<file path="src/rtl/stream_mux_rr.sv">
// N-channel valid/ready stream multiplexer with one output register stage,
// fixed or round-robin selection. Optional packet lock: STREAM_MUX_PKT_LOCK_EN.
module stream_mux_rr #(
    parameter int NCH   = 4,
    parameter int WIDTH = 8,
    parameter int SELW  = $clog2(NCH)
) (
    input  logic                 clk,
    input  logic                 rst,
    input  logic [NCH*WIDTH-1:0] in_data,
    input  logic [NCH-1:0]       in_valid,
    output logic [NCH-1:0]       in_ready,
`ifdef STREAM_MUX_PKT_LOCK_EN
    input  logic [NCH-1:0]       in_last,
    output logic                 out_last,
`endif
    input  logic                 mode,
    input  logic [SELW-1:0]      sel,
    output logic [WIDTH-1:0]     out_data,
    output logic                 out_valid,
    input  logic                 out_ready,
    output logic [SELW-1:0]      out_ch
);

    localparam logic [SELW-1:0] LAST_CH = SELW'(NCH - 1);

    logic [SELW-1:0] ptr;
    logic [SELW-1:0] rr_grant;
    logic            rr_vld;
    logic [SELW-1:0] base_grant;
    logic            base_vld;
    logic [SELW-1:0] grant;
    logic            grant_vld;
    logic            load_en;
    logic            xfer;
    logic            ptr_adv;

    // Round-robin search: first valid channel starting at ptr, wrapping at NCH-1.
    always_comb begin : rr_search
        int idx;
        // NOTE: every variable written in always_comb gets a default first, so no latch can be inferred.
        idx      = 0;
        rr_grant = '0;
        rr_vld   = 1'b0;
        for (int k = 0; k < NCH; k++) begin
            idx = int'(ptr) + k;
            if (idx >= NCH) begin
                idx = idx - NCH;
            end
            if (!rr_vld && in_valid[idx]) begin
                rr_vld   = 1'b1;
                rr_grant = SELW'(idx);
            end
        end
    end

    always_comb begin : base_select
        base_grant = '0;
        base_vld   = 1'b0;
        if (mode) begin
            base_grant = rr_grant;
            base_vld   = rr_vld;
        end else if (int'(sel) < NCH) begin
            base_grant = sel;
            base_vld   = in_valid[sel];
        end
    end

`ifdef STREAM_MUX_PKT_LOCK_EN
    typedef enum logic {
        IDLE,
        LOCKED
    } lock_state_t;

    lock_state_t     state;
    lock_state_t     state_nxt;
    logic [SELW-1:0] lock_ch;
    logic [SELW-1:0] lock_ch_nxt;

    // A locked packet owns the output regardless of mode, sel or other requesters.
    always_comb begin : grant_select
        grant     = base_grant;
        grant_vld = base_vld;
        if (state == LOCKED) begin
            grant     = lock_ch;
            grant_vld = in_valid[lock_ch];
        end
    end

    always_ff @(posedge clk) begin : lock_reg
        // NOTE: sequential state uses non-blocking assignments so all registers update from pre-edge values.
        if (rst) begin
            state   <= IDLE;
            lock_ch <= '0;
        end else begin
            state   <= state_nxt;
            lock_ch <= lock_ch_nxt;
        end
    end

    always_comb begin : lock_next
        state_nxt   = state;
        lock_ch_nxt = lock_ch;
        case (state)
            IDLE: begin
                if (xfer && !in_last[grant]) begin
                    state_nxt   = LOCKED;
                    lock_ch_nxt = grant;
                end
            end
            LOCKED: begin
                if (xfer && in_last[grant]) begin
                    state_nxt = IDLE;
                end
            end
            default: state_nxt = IDLE;
        endcase
    end

    assign ptr_adv = xfer && mode && in_last[grant];
`else
    assign grant     = base_grant;
    assign grant_vld = base_vld;
    assign ptr_adv   = xfer && mode;
`endif

    assign load_en = !out_valid || out_ready;
    // Reset gates the handshake so no producer sees a transfer while the block is held in reset.
    assign xfer    = load_en && grant_vld && !rst;

    always_comb begin : ready_decode
        in_ready = '0;
        if (xfer) begin
            in_ready[grant] = 1'b1;
        end
    end

    always_ff @(posedge clk) begin : out_reg
        if (rst) begin
            out_valid <= 1'b0;
            out_data  <= '0;
            out_ch    <= '0;
`ifdef STREAM_MUX_PKT_LOCK_EN
            out_last  <= 1'b0;
`endif
        end else if (load_en) begin
            out_valid <= grant_vld;
            if (grant_vld) begin
                out_data <= in_data[int'(grant)*WIDTH +: WIDTH];
                out_ch   <= grant;
`ifdef STREAM_MUX_PKT_LOCK_EN
                out_last <= in_last[grant];
`endif
            end
        end
    end

    always_ff @(posedge clk) begin : ptr_reg
        if (rst) begin
            ptr <= '0;
        end else if (ptr_adv) begin
            ptr <= (grant == LAST_CH) ? '0 : grant + 1'b1;
        end
    end

endmodule

</file>
<file path="config.mk">
export PLATFORM = sky130hd
export DESIGN_NAME = stream_mux_rr
export DESIGN_NICKNAME = d
export VERILOG_FILES = /design/src/rtl/stream_mux_rr.sv
export SDC_FILE = /design/constraint.sdc
export NUM_CORES = 1
export LEC_CHECK = 0
export CAP_MARGIN = 20
export CORE_MARGIN = 10
export CORE_UTILIZATION = 35
export DETAILED_ROUTE_END_ITERATION = 8
export GPL_TIMING_DRIVEN = 1
export MAX_ROUTING_LAYER = met4
export PLACE_DENSITY = 0.75
export SYNTH_ARGS = -nofsm -noshare
export SYNTH_HDL_FRONTEND = slang
export SYNTH_SLANG_ARGS = --single-unit
</file>
<file path="constraint.sdc">
create_clock -name clk -period 2.2 [get_ports clk]
set_input_delay 0.44 -clock clk [delete_from_list [all_inputs] [get_ports clk]]
set_output_delay 0.44 -clock clk [all_outputs]
set_load 0.02 [all_outputs]
</file>
# After elaboration in Yosys (flattened, before gate mapping)
# Index checks and enable logic that the tools add are counted.
# totals
output_inout_bits,15
in_bits,42
reg_bits,13
elab_cells,71
# classes
shift,1
n_reduce_logical,14
n_addsub,8
n_eq_ne,1
order_cmp,11
n_mux,32
# ops
op,count
$lt 32x4->1 const B,4
$mux 32,4
$shiftx 32x6->8,1
$mux 1,15
$mux 2,6
$sub 3x3->4 const B,3
$bmux 1 s2,5
$ge 3x3->1 const B,3
$logic_and 1x1->1,7
$add 2x2->3 const B,2
$lt 2x3->1 const B,2
$logic_not 1->1,5
$mux 4,1
$sub 2x3->4 const B,1
$add 2x1->3 const B,1
$ge 2x3->1 const B,1
$add 2x1->2 const B,1
$demux 1 s2,1
$eq 2x2->1 const B,1
$ge 2x1->1 const B,1
$reduce_and 2->1,1
$logic_or 1x1->1,1

# Depth between registers and ports, before layout
# Gate-level depths: netlist of run 1.
# depth
depth_word,21
ltp_mapped,8
depth_no_buf,7

# Worst setup path after synthesis of run 1
# Ideal clock, no wire load.
# synth_timing
path_type,input to output
from,input port in_valid[2]
to,output port in_ready[3]
path_slack_ns,-0.031
stages,7
required_time_ns,1.760
t_arrival_ns,1.791
cell_sequence,nor2b_1 a221o_2 a31oi_4 buf_12 inv_1 ha_1 and2_1
# synth_via
elab_chain_len,19
word_cells_on_any_way,38
classes_between,order compare (2); mux (27); reduce/logical (9)
# synth_rtl
element,line_no,text
"start, declared",11,"input logic [NCH-1:0] in_valid,"
$bmux 1 s2,50,if (!rr_vld && in_valid[idx]) begin
$mux 1 (not written as such) (2 in series),50,
$mux 1,50,
$logic_not 1->1,50,
$logic_and 1x1->1,50,
$mux 1,50,
$logic_not 1->1,50,
$logic_and 1x1->1,50,
(+3 left out),-,
$mux 2 (*),50,
$mux 2 (*),60,if (mode) begin
via base_grant[1],30,logic [SELW-1:0] base_grant;
$lt 2x3->1 (not written as such) or $ge 2x1->1 (tied branches),134,in_ready[grant] = 1'b1;
$logic_and 1x1->1 (not written as such),134,
$mux 1 (not written as such),134,
$demux 1 s2 (*),134,
$mux 4 (*),133,if (xfer) begin
"end, declared",12,"output logic [NCH-1:0] in_ready,"
# The timed path passes the listed nets; every way through them passes the cells marked *. The select of a mux whose other input is x is not followed.

# Worst setup path after layout of run 1
# layout_timing
from,register ptr[1]
to,output port in_ready[1]
# layout_via
elab_chain_len,21
word_cells_on_any_way,51
classes_between,add/sub (7); order compare (6); mux (29); reduce/logical (9)
# layout_rtl
element,line_no,text
"start, declared",27,logic [SELW-1:0] ptr;
"start signal, assigned",162,ptr <= (grant == LAST_CH) ? '0 : grant + 1'b1;
"parallel branches: the longest is 20 deep, another holds $sub 3x3->4",-,
$mux 4 (*),133,
# Every way passes the cells marked *. The select of a mux whose other input is x is not followed.

==> results of run 1 <==
[synthesized netlist by cell type (all sizes together), types with 4 or more instances]
cell type	n
nor2	16
mux2i	14
dfxtp	13
nand2	8
a221o	7
inv	6
mux2	6
a211oi	5
a21oi	5
and2	5
buf	4
ha	4
[per-stage QoR]
stage | utilization, % | setup TNS [ns]
final | 65.0 | -0.490
after global routing | 65.0 | -0.736
after CTS | 64.3 | -0.209
after detailed placement | 60.2 | -7.85
after global placement | 60.2 | -6.96
after floorplan | - | 0
[worst max-delay path, cell delays in order, from the launching register on]
cell     delay, ns
dfxtp_4       0.39
nand2_1       0.06
a221o_2       0.38
a31oi_4       0.24
buf_4         0.19
ha_4          0.13
and2_4        0.13
buf_6         0.11
[worst min path at each step]
stage	from	endpoint	cells past startpoint
after floorplan	ptr[0]	ptr[0]	2
after CTS	out_data[2]	out_data[2]	1
after detailed placement	out_data[2]	out_data[2]	1
after global routing	out_data[4]	out_data[4]	1
final	out_data[2]	out_data[2]	1
after global placement	out_data[7]	out_data[7]	1
[report_power, final]
part	switching [mW]	internal, mW	leakage, nW
Combinational	0.210	0.268	0.718
Sequential	0.0196	0.266	0.108
Clock	0.0805	0.0704	0.0150
[repair_timing]
item	in CTS	in global routing
setup buffers	5	1
pin swaps	5	5
gates resized for setup	63	2
hold endpoints to repair	0	0
endpoints found under the setup margin	10	5
[layout make-up]
type	count	area (um^2)
clock buffers	4	26.3
fillers	244	1050
inverters	6	22.5
multi-input cells	94	845
flip-flops and latches	13	264
well taps	33	41.3
repair buffers	83	754
[cell families after synthesis]
kind of cell / after synthesis / synth area share (%)
AOI/OAI and AO/OA: 29 / 23.5
buffers and inverters: 10 / 6.13
and+or+nand+nor: 39 / 18.0
adders and majority gates: 4 / 4.62
DFF: 13 / 24.0
muxes: 22 / 23.7
[per-layer routing]
layer / share of wire (%) / GRT usage [%]
met5: 0 / -
met1: 43 / 15.2
met2: 47 / 24.3
met3: 8.4 / 4.43
met4: 1.3 / 4.33
==> tab_implementation.tex, run 1 <==
\begin{tabular}{lr}
\hline
Metric & Value \\
\hline
\multicolumn{2}{l}{\textbf{Worst setup path}} \\
\quad R2R Setup Slk & 0.03 ns \\
\quad Critical Path Fanout Max & 5 \\
\quad CP required & 1.76 ns \\
\quad Number of cells on the worst reg-to-reg path & 6 \\
\quad Capture point of the worst reg-to-reg path & out\_data[5] \\
\quad Type of the worst setup path & flip-flop to output port \\
\quad Reg-to-reg critical path startpoint & ptr[1] \\
\quad Category of the worst setup path launch point & flip-flop \\
\quad Type of element capturing the critical path & output port \\
\quad Endpoint arrival time on the critical path & between 1.5 and 2 ns \\
\quad Worst setup path start & ptr[1] \\
\quad Worst setup path endpoint & in\_ready[1] \\
\multicolumn{2}{l}{\textbf{Synthesis}} \\
\quad Leading cell types by total area after synthesis & dfxtp\_1 (24\%), mux2i\_1 (13\%), a221o\_1 (5.5\%) \\
\quad Seq cells post-synth & 13 \\
\quad Synthesis Warnings & 0 \\
\quad Synth Area per Inst & 9.25 um\^{}2 \\
\quad Number of enable-type register cells in the synthesized netlist & 0 \\
\quad Gate count after technology mapping & 117 \\
\quad Synthesized area & approximately 1100 um\^{}2 \\
\quad Share of synthesized flip-flops with an asynchronous set or reset & 0\% \\
\quad Post-Syn Nets & $\sim$160 \\
\quad Cell type with the largest total area after synthesis & dfxtp\_1 \\
\quad Cell variety after synth & 37 \\
\quad Top flip-flop cell by instance count after synthesis & dfxtp\_1 \\
\quad Share of the synthesized area in the top cell type & 24.0\% \\
\quad Sequential element share of the synthesized area & between 20\% and 30\% \\
\multicolumn{2}{l}{\textbf{Die}} \\
\quad Core Region & $\sim$3000 um\^{}2 \\
\quad Horiz. Die Dim & between 70 and 80 um \\
\quad Rows & 20 \\
\quad Number of I/O pins & 57 \\
\quad Starting density of the core & 36.0\% \\
\quad DIE AREA & 5720 um\^{}2 \\
\quad Die height & 75.6 um \\
\multicolumn{2}{l}{\textbf{STA}} \\
\quad Slew Limit Fails & 0 \\
\quad Final hold violations & 0 \\
\quad Slew Limit Headroom & 66.5\% \\
\quad Transition time at the pin with the least slew margin & roughly 0.5 ns \\
\quad RSZ-0062 raised after global routing & true \\
\quad Tmin final & around 2.3 ns \\
\quad Highest achievable clock rate & 0.427 GHz \\
\quad Fin Hold WS & between 0.4 and 0.5 ns \\
\quad Crit path setup slack, layout & -0.144 ns \\
\quad Final worst clock skew & 0.00659 ns \\
\quad Final clock period utilization by the worst path & 107\% \\
\quad Final-report setup violation count & 4 \\
\multicolumn{2}{l}{\textbf{Clock tree}} \\
\quad Sink count of the clock tree & 13 \\
\quad Number of hold buffers added after CTS & 0 \\
\quad Clk buf depth & 2 \\
\quad Clock network latency to the later pin of the worst-skew pair & 0.28 ns \\
\quad H-tree levels & 1 \\
\quad Library cell used as clock root buffer & clkbuf\_4 \\
\quad Clock edge transition at the registers on the reported setup and hold paths & about 0.08 ns \\
\quad Clock tree from TritonCTS & yes \\
\quad Clock buffers created by TritonCTS & 3 \\
\multicolumn{2}{l}{\textbf{Finish}} \\
\quad Number of diodes added for antenna fixing & 0 \\
\quad Number of flip-flops in the largest register & 8 \\
\quad Total non-filler cell area in the finished layout & slightly below 2000 um\^{}2 \\
\quad Non-filler cells in the finished layout & 233 \\
\quad Nets & 247 \\
\quad Leading cell type in the layout, fill and taps excluded & clkdlybuf4s50\_1 \\
\quad Layout cells sized above 1 & between 30\% and 40\% \\
\quad Area growth syn-to-layout & 80.5\% \\
\quad Top library cells by usage in the layout, fill and taps aside & clkdlybuf4s50\_1 (45), buf\_4 (27), nor2\_1 (16), mux2i\_1 (12), dfxtp\_1 (12) \\
\multicolumn{2}{l}{\textbf{Worst hold path}} \\
\quad Kind of path behind the tightest hold check & flip-flop to flip-flop \\
\multicolumn{2}{l}{\textbf{Drt}} \\
\quad Post-detailed-route DRC marker count & 0 \\
\quad Ratio of routed vias to standard cells & 5.24 \\
\quad Routed len/inst & 16.7 um \\
\quad Total Wirelength & 3900 um \\
\quad Number of vias in the routed layout & 1221 \\
\quad Iter 0 DRT Violations & 51 \\
\quad Total iterations of the first detailed-routing run & 4 \\
\quad Detail Route Antenna Nets & 0 \\
\multicolumn{2}{l}{\textbf{Pwr}} \\
\quad Worst vdd ir & 313 uV \\
\quad PnR Total Power & just over 0.9 mW \\
\quad Static Leak & 0.842 nW \\
\quad Pwr dens & 468 nW/um\^{}2 \\
\multicolumn{2}{l}{\textbf{Global routing}} \\
\quad GR Util All Layers & approximately 14\% \\
\quad Antenna violations before repair & 0 \\
\quad First-pass GRT wire length & slightly above 6000 um \\
\quad Maximum number of pins on one net before global-route repair & 14 \\
\quad Congestion Overflow GR & 0 \\
\quad Vias in the first global route & 1360 \\
\multicolumn{2}{l}{\textbf{Placement}} \\
\quad Placed cell count & roughly 220 \\
\quad Detailed-placement wirelength estimate & 3070 um \\
\quad Placed standard-cell area & 1810 um\^{}2 \\
\quad Final estimated routing congestion in global placement & 0.924 \\
\quad Pre-CTS setup slack & -0.935 ns \\
\quad I/O Buffers & 56 \\
\multicolumn{2}{l}{\textbf{Run status}} \\
\quad Result of the run & complete, but fails checks \\
\quad Violations in the final reports & setup timing \\
\multicolumn{2}{l}{\textbf{Run}} \\
\quad Number of max-cap violations & 0 \\
\hline
\end{tabular}
(Power assumes the default switching activity.)
==> run 2: changes to the inputs <==
--- a/config.mk
+++ b/config.mk
@@ -5,13 +5,14 @@
 export SDC_FILE = /design/constraint.sdc
 export NUM_CORES = 1
 export LEC_CHECK = 0
+export ABC_AREA = 1
 export CAP_MARGIN = 20
 export CORE_MARGIN = 10
-export CORE_UTILIZATION = 35
+export CORE_UTILIZATION = 37
 export DETAILED_ROUTE_END_ITERATION = 8
 export GPL_TIMING_DRIVEN = 1
 export MAX_ROUTING_LAYER = met4
-export PLACE_DENSITY = 0.75
+export PLACE_DENSITY = 0.87
 export SYNTH_ARGS = -nofsm -noshare
 export SYNTH_HDL_FRONTEND = slang
 export SYNTH_SLANG_ARGS = --single-unit
==> tab_implementation.tex, run 2 <==
\begin{tabular}{lr}
\hline
Metric & Value \\
\hline
\multicolumn{2}{l}{\textbf{Run status}} \\
\quad Result of the run & complete, but fails checks \\
\quad Violations in the final reports & setup timing \\
\multicolumn{2}{l}{\textbf{Worst setup path}} \\
\quad R2R Setup Slk & -0.24 ns \\
\quad Critical Path Fanout Max & 5 \\
\quad Capture point of the worst reg-to-reg path & out\_data[5] \\
\quad Category of the worst setup path launch point & flip-flop \\
\quad Type of the worst setup path & flip-flop to output port \\
\quad CP required & 1.76 ns \\
\quad Reg-to-reg critical path startpoint & ptr[0] \\
\quad Worst setup path start & ptr[0] \\
\quad Number of cells on the worst reg-to-reg path & 18 \\
\quad Type of element capturing the critical path & output port \\
\quad Endpoint arrival time on the critical path & 2.29 ns \\
\multicolumn{2}{l}{\textbf{Placement}} \\
\quad Final estimated routing congestion in global placement & slightly below 0.9 \\
\quad Detailed-placement wirelength estimate & about 3300 um \\
\quad I/O Buffers & 56 \\
\quad Placed cell count & 344 \\
\multicolumn{2}{l}{\textbf{Clock tree}} \\
\quad Clock buffers created by TritonCTS & 3 \\
\quad Number of hold buffers added after CTS & 0 \\
\quad H-tree levels & 1 \\
\quad Library cell used as clock root buffer & clkbuf\_4 \\
\quad Clock network latency to the later pin of the worst-skew pair & approximately 0.3 ns \\
\quad Sink count of the clock tree & 13 \\
\quad Clock edge transition at the registers on the reported setup and hold paths & 0.09 ns \\
\quad Clock tree from TritonCTS & yes \\
\quad Clk buf depth & 2 \\
\multicolumn{2}{l}{\textbf{Finish}} \\
\quad Area growth syn-to-layout & 105\% \\
\quad Top library cells by usage in the layout, fill and taps aside & nand2\_1 (60), clkdlybuf4s50\_1 (48), buf\_4 (41), inv\_1 (25), nor2\_1 (22) \\
\quad \# fillers & roughly 190 \\
\quad Nets & around 370 \\
\quad Number of flip-flops in the largest register & 8 \\
\quad Leading cell type in the layout, fill and taps excluded & nand2\_1 \\
\quad Non-filler cells in the finished layout & 365 \\
\quad Layout cells sized above 1 & 37.4\% \\
\quad Number of diodes added for antenna fixing & 0 \\
\multicolumn{2}{l}{\textbf{STA}} \\
\quad Setup TNS & -3.14 ns \\
\quad Tmin final & 2.73 ns \\
\quad Slew Limit Headroom & 76.1\% \\
\quad Fin Hold WS & roughly 0.54 ns \\
\quad Final hold violations & 0 \\
\quad Transition time at the pin with the least slew margin & approximately 0.36 ns \\
\quad Final-report setup violation count & 14 \\
\quad RSZ-0062 raised after global routing & true \\
\quad Final clock period utilization by the worst path & 124\% \\
\quad Slew Limit Fails & 0 \\
\quad Highest achievable clock rate & 0.366 GHz \\
\quad Final worst clock skew & 0.00338 ns \\
\quad Crit path setup slack, layout & -0.531 ns \\
\multicolumn{2}{l}{\textbf{Synthesis}} \\
\quad Cell variety after synth & 24 \\
\quad Most instantiated cells after synthesis & nand2\_1 (83), inv\_1 (31), nor2\_1 (29), nand3\_1 (23), dfxtp\_1 (13) \\
\quad Synthesized area & 1210 um\^{}2 \\
\quad Gate count after technology mapping & 219 \\
\quad Share of synthesized flip-flops with an asynchronous set or reset & 0\% \\
\quad Synth Area per Inst & approximately 5.5 um\^{}2 \\
\quad Post-Syn Nets & 265 \\
\quad Seq cells post-synth & 13 \\
\quad Cell type with the largest total area after synthesis & nand2\_1 \\
\quad Leading cell types by total area after synthesis & nand2\_1 (26\%), dfxtp\_1 (22\%), inv\_1 (9.6\%) \\
\quad Share of the synthesized area in the top cell type & 25.8\% \\
\quad Number of enable-type register cells in the synthesized netlist & 0 \\
\quad Top flip-flop cell by instance count after synthesis & dfxtp\_1 \\
\quad Synthesis Warnings & 0 \\
\quad Sequential element share of the synthesized area & 21.5\% \\
\quad Library cell with the highest instance count after synthesis & nand2\_1 \\
\multicolumn{2}{l}{\textbf{Drt}} \\
\quad Routed len/inst & 18.3 um \\
\quad Total iterations of the first detailed-routing run & 5 \\
\quad Number of vias in the routed layout & 1939 \\
\quad Iter 0 DRT Violations & 287 \\
\quad Total Wirelength & between 6000 and 7000 um \\
\quad Post-detailed-route DRC marker count & 0 \\
\quad Ratio of routed vias to standard cells & 5.31 \\
\quad Detail Route Antenna Nets & 0 \\
\multicolumn{2}{l}{\textbf{Global routing}} \\
\quad GR Util All Layers & 16.8\% \\
\quad Congestion Overflow GR & 0 \\
\quad Maximum number of pins on one net before global-route repair & 19 \\
\quad First-pass GRT wire length & 8140 um \\
\quad Antenna violations before repair & 0 \\
\quad Vias in the first global route & roughly 1800 \\
\multicolumn{2}{l}{\textbf{Pwr}} \\
\quad Static Leak & 1.23 nW \\
\quad Pwr dens & roughly 540 nW/um\^{}2 \\
\quad Worst vdd ir & between 400 and 500 uV \\
\multicolumn{2}{l}{\textbf{Worst hold path}} \\
\quad Kind of path behind the tightest hold check & flip-flop to flip-flop \\
\quad Critical hold path startpoint & out\_ch[0] \\
\quad Worst hold path stage count & 2 \\
\quad End point of the worst hold path & out\_ch[0] \\
\multicolumn{2}{l}{\textbf{Run}} \\
\quad Number of max-cap violations & 0 \\
\multicolumn{2}{l}{\textbf{Die}} \\
\quad Die height & 77.2 um \\
\quad Starting density of the core & 39.3\% \\
\quad Rows & 20 \\
\quad DIE AREA & $\sim$6000 um\^{}2 \\
\quad Number of I/O pins & 57 \\
\quad Core Region & between 3000 and 4000 um\^{}2 \\
\quad Horiz. Die Dim & around 77 um \\
\hline
\end{tabular}
## run 2: worst max-delay path: stages, from the launching register on
cell,delay [ns]
dfxtp_4,0.40
buf_4,0.13
nand2_2,0.06
nand3_2,0.12
nand2_4,0.08
nor2_4,0.19
nand3_4,0.13
nand2_2,0.09
nand2_2,0.06
nand3_4,0.10
nand2_8,0.09
inv_6,0.10
ha_4,0.14
inv_2,0.04
nor2_2,0.11
buf_6,0.13
## run 2: how the worst max path moves through the flow
stage / to / slack (ns)
floorplan: in_ready[3] / -0.03
global placement: in_ready[1] / -0.98
detailed placement: in_ready[0] / -1.05
CTS: in_ready[3] / -0.35
global route: in_ready[3] / -0.61
finish: in_ready[3] / -0.53
## run 2: area by class of cell
cell class	instances	area (um^2)	area share, %
clock buffer	4	26.3	1.06
inverter	35	141	5.70
multi-input combinational	166	1050	42.5
sequential	13	264	10.7
tap	44	55.1	2.22
timing repair buffer	103	940	37.9
## run 2: per-stage QoR
stage / setup slack [ns] / total power, mW / instance area [um^2] / utilization, %
6_report: -0.531 / 1.34 / 2480 / 80.5
5_1_grt: -0.612 / 1.40 / 2480 / 80.5
4_1_cts: -0.355 / 1.13 / 2230 / 72.3
3_5_place_dp: -1.05 / 0.899 / 2020 / 65.5
3_3_place_gp: -0.981 / 0.887 / 2020 / 65.5
2_1_floorplan: -0.0265 / 0.619 / 1220 / -
## run 2: logic make-up (layout without fill, tap and decap cells)
logic type	count (synthesis)	count (layout)	share of synthesized area, %
buffers and inverters	40	142	15.1
adders and majority gates	4	4	4.14
and+or+nand+nor	145	145	50.9
AOI/OAI and AO/OA	17	17	8.28
DFF	13	13	21.5
## run 2: repair_timing
action,CTS,global route
pin swaps,21,27
gates resized for setup,59,52
endpoints found under the setup margin,11,14
buffers inserted,10,7
## run 2: routing by layer
layer	vias up	track usage, %	share of wire, %
li1	873	-	-
met1	883	17.0	36
met2	132	29.8	49
met3	51	4.90	8.3
met4	0	6.57	7.1
met5	-	-	0
## run 2: report_power, final
group	leakage (nW)	switching, mW	internal [mW]	total, mW
Clock	0.0150	0.0931	0.0708	0.164
Combinational	1.11	0.475	0.402	0.876
Sequential	0.109	0.0247	0.274	0.299
Total	1.23	0.593	0.747	1.34
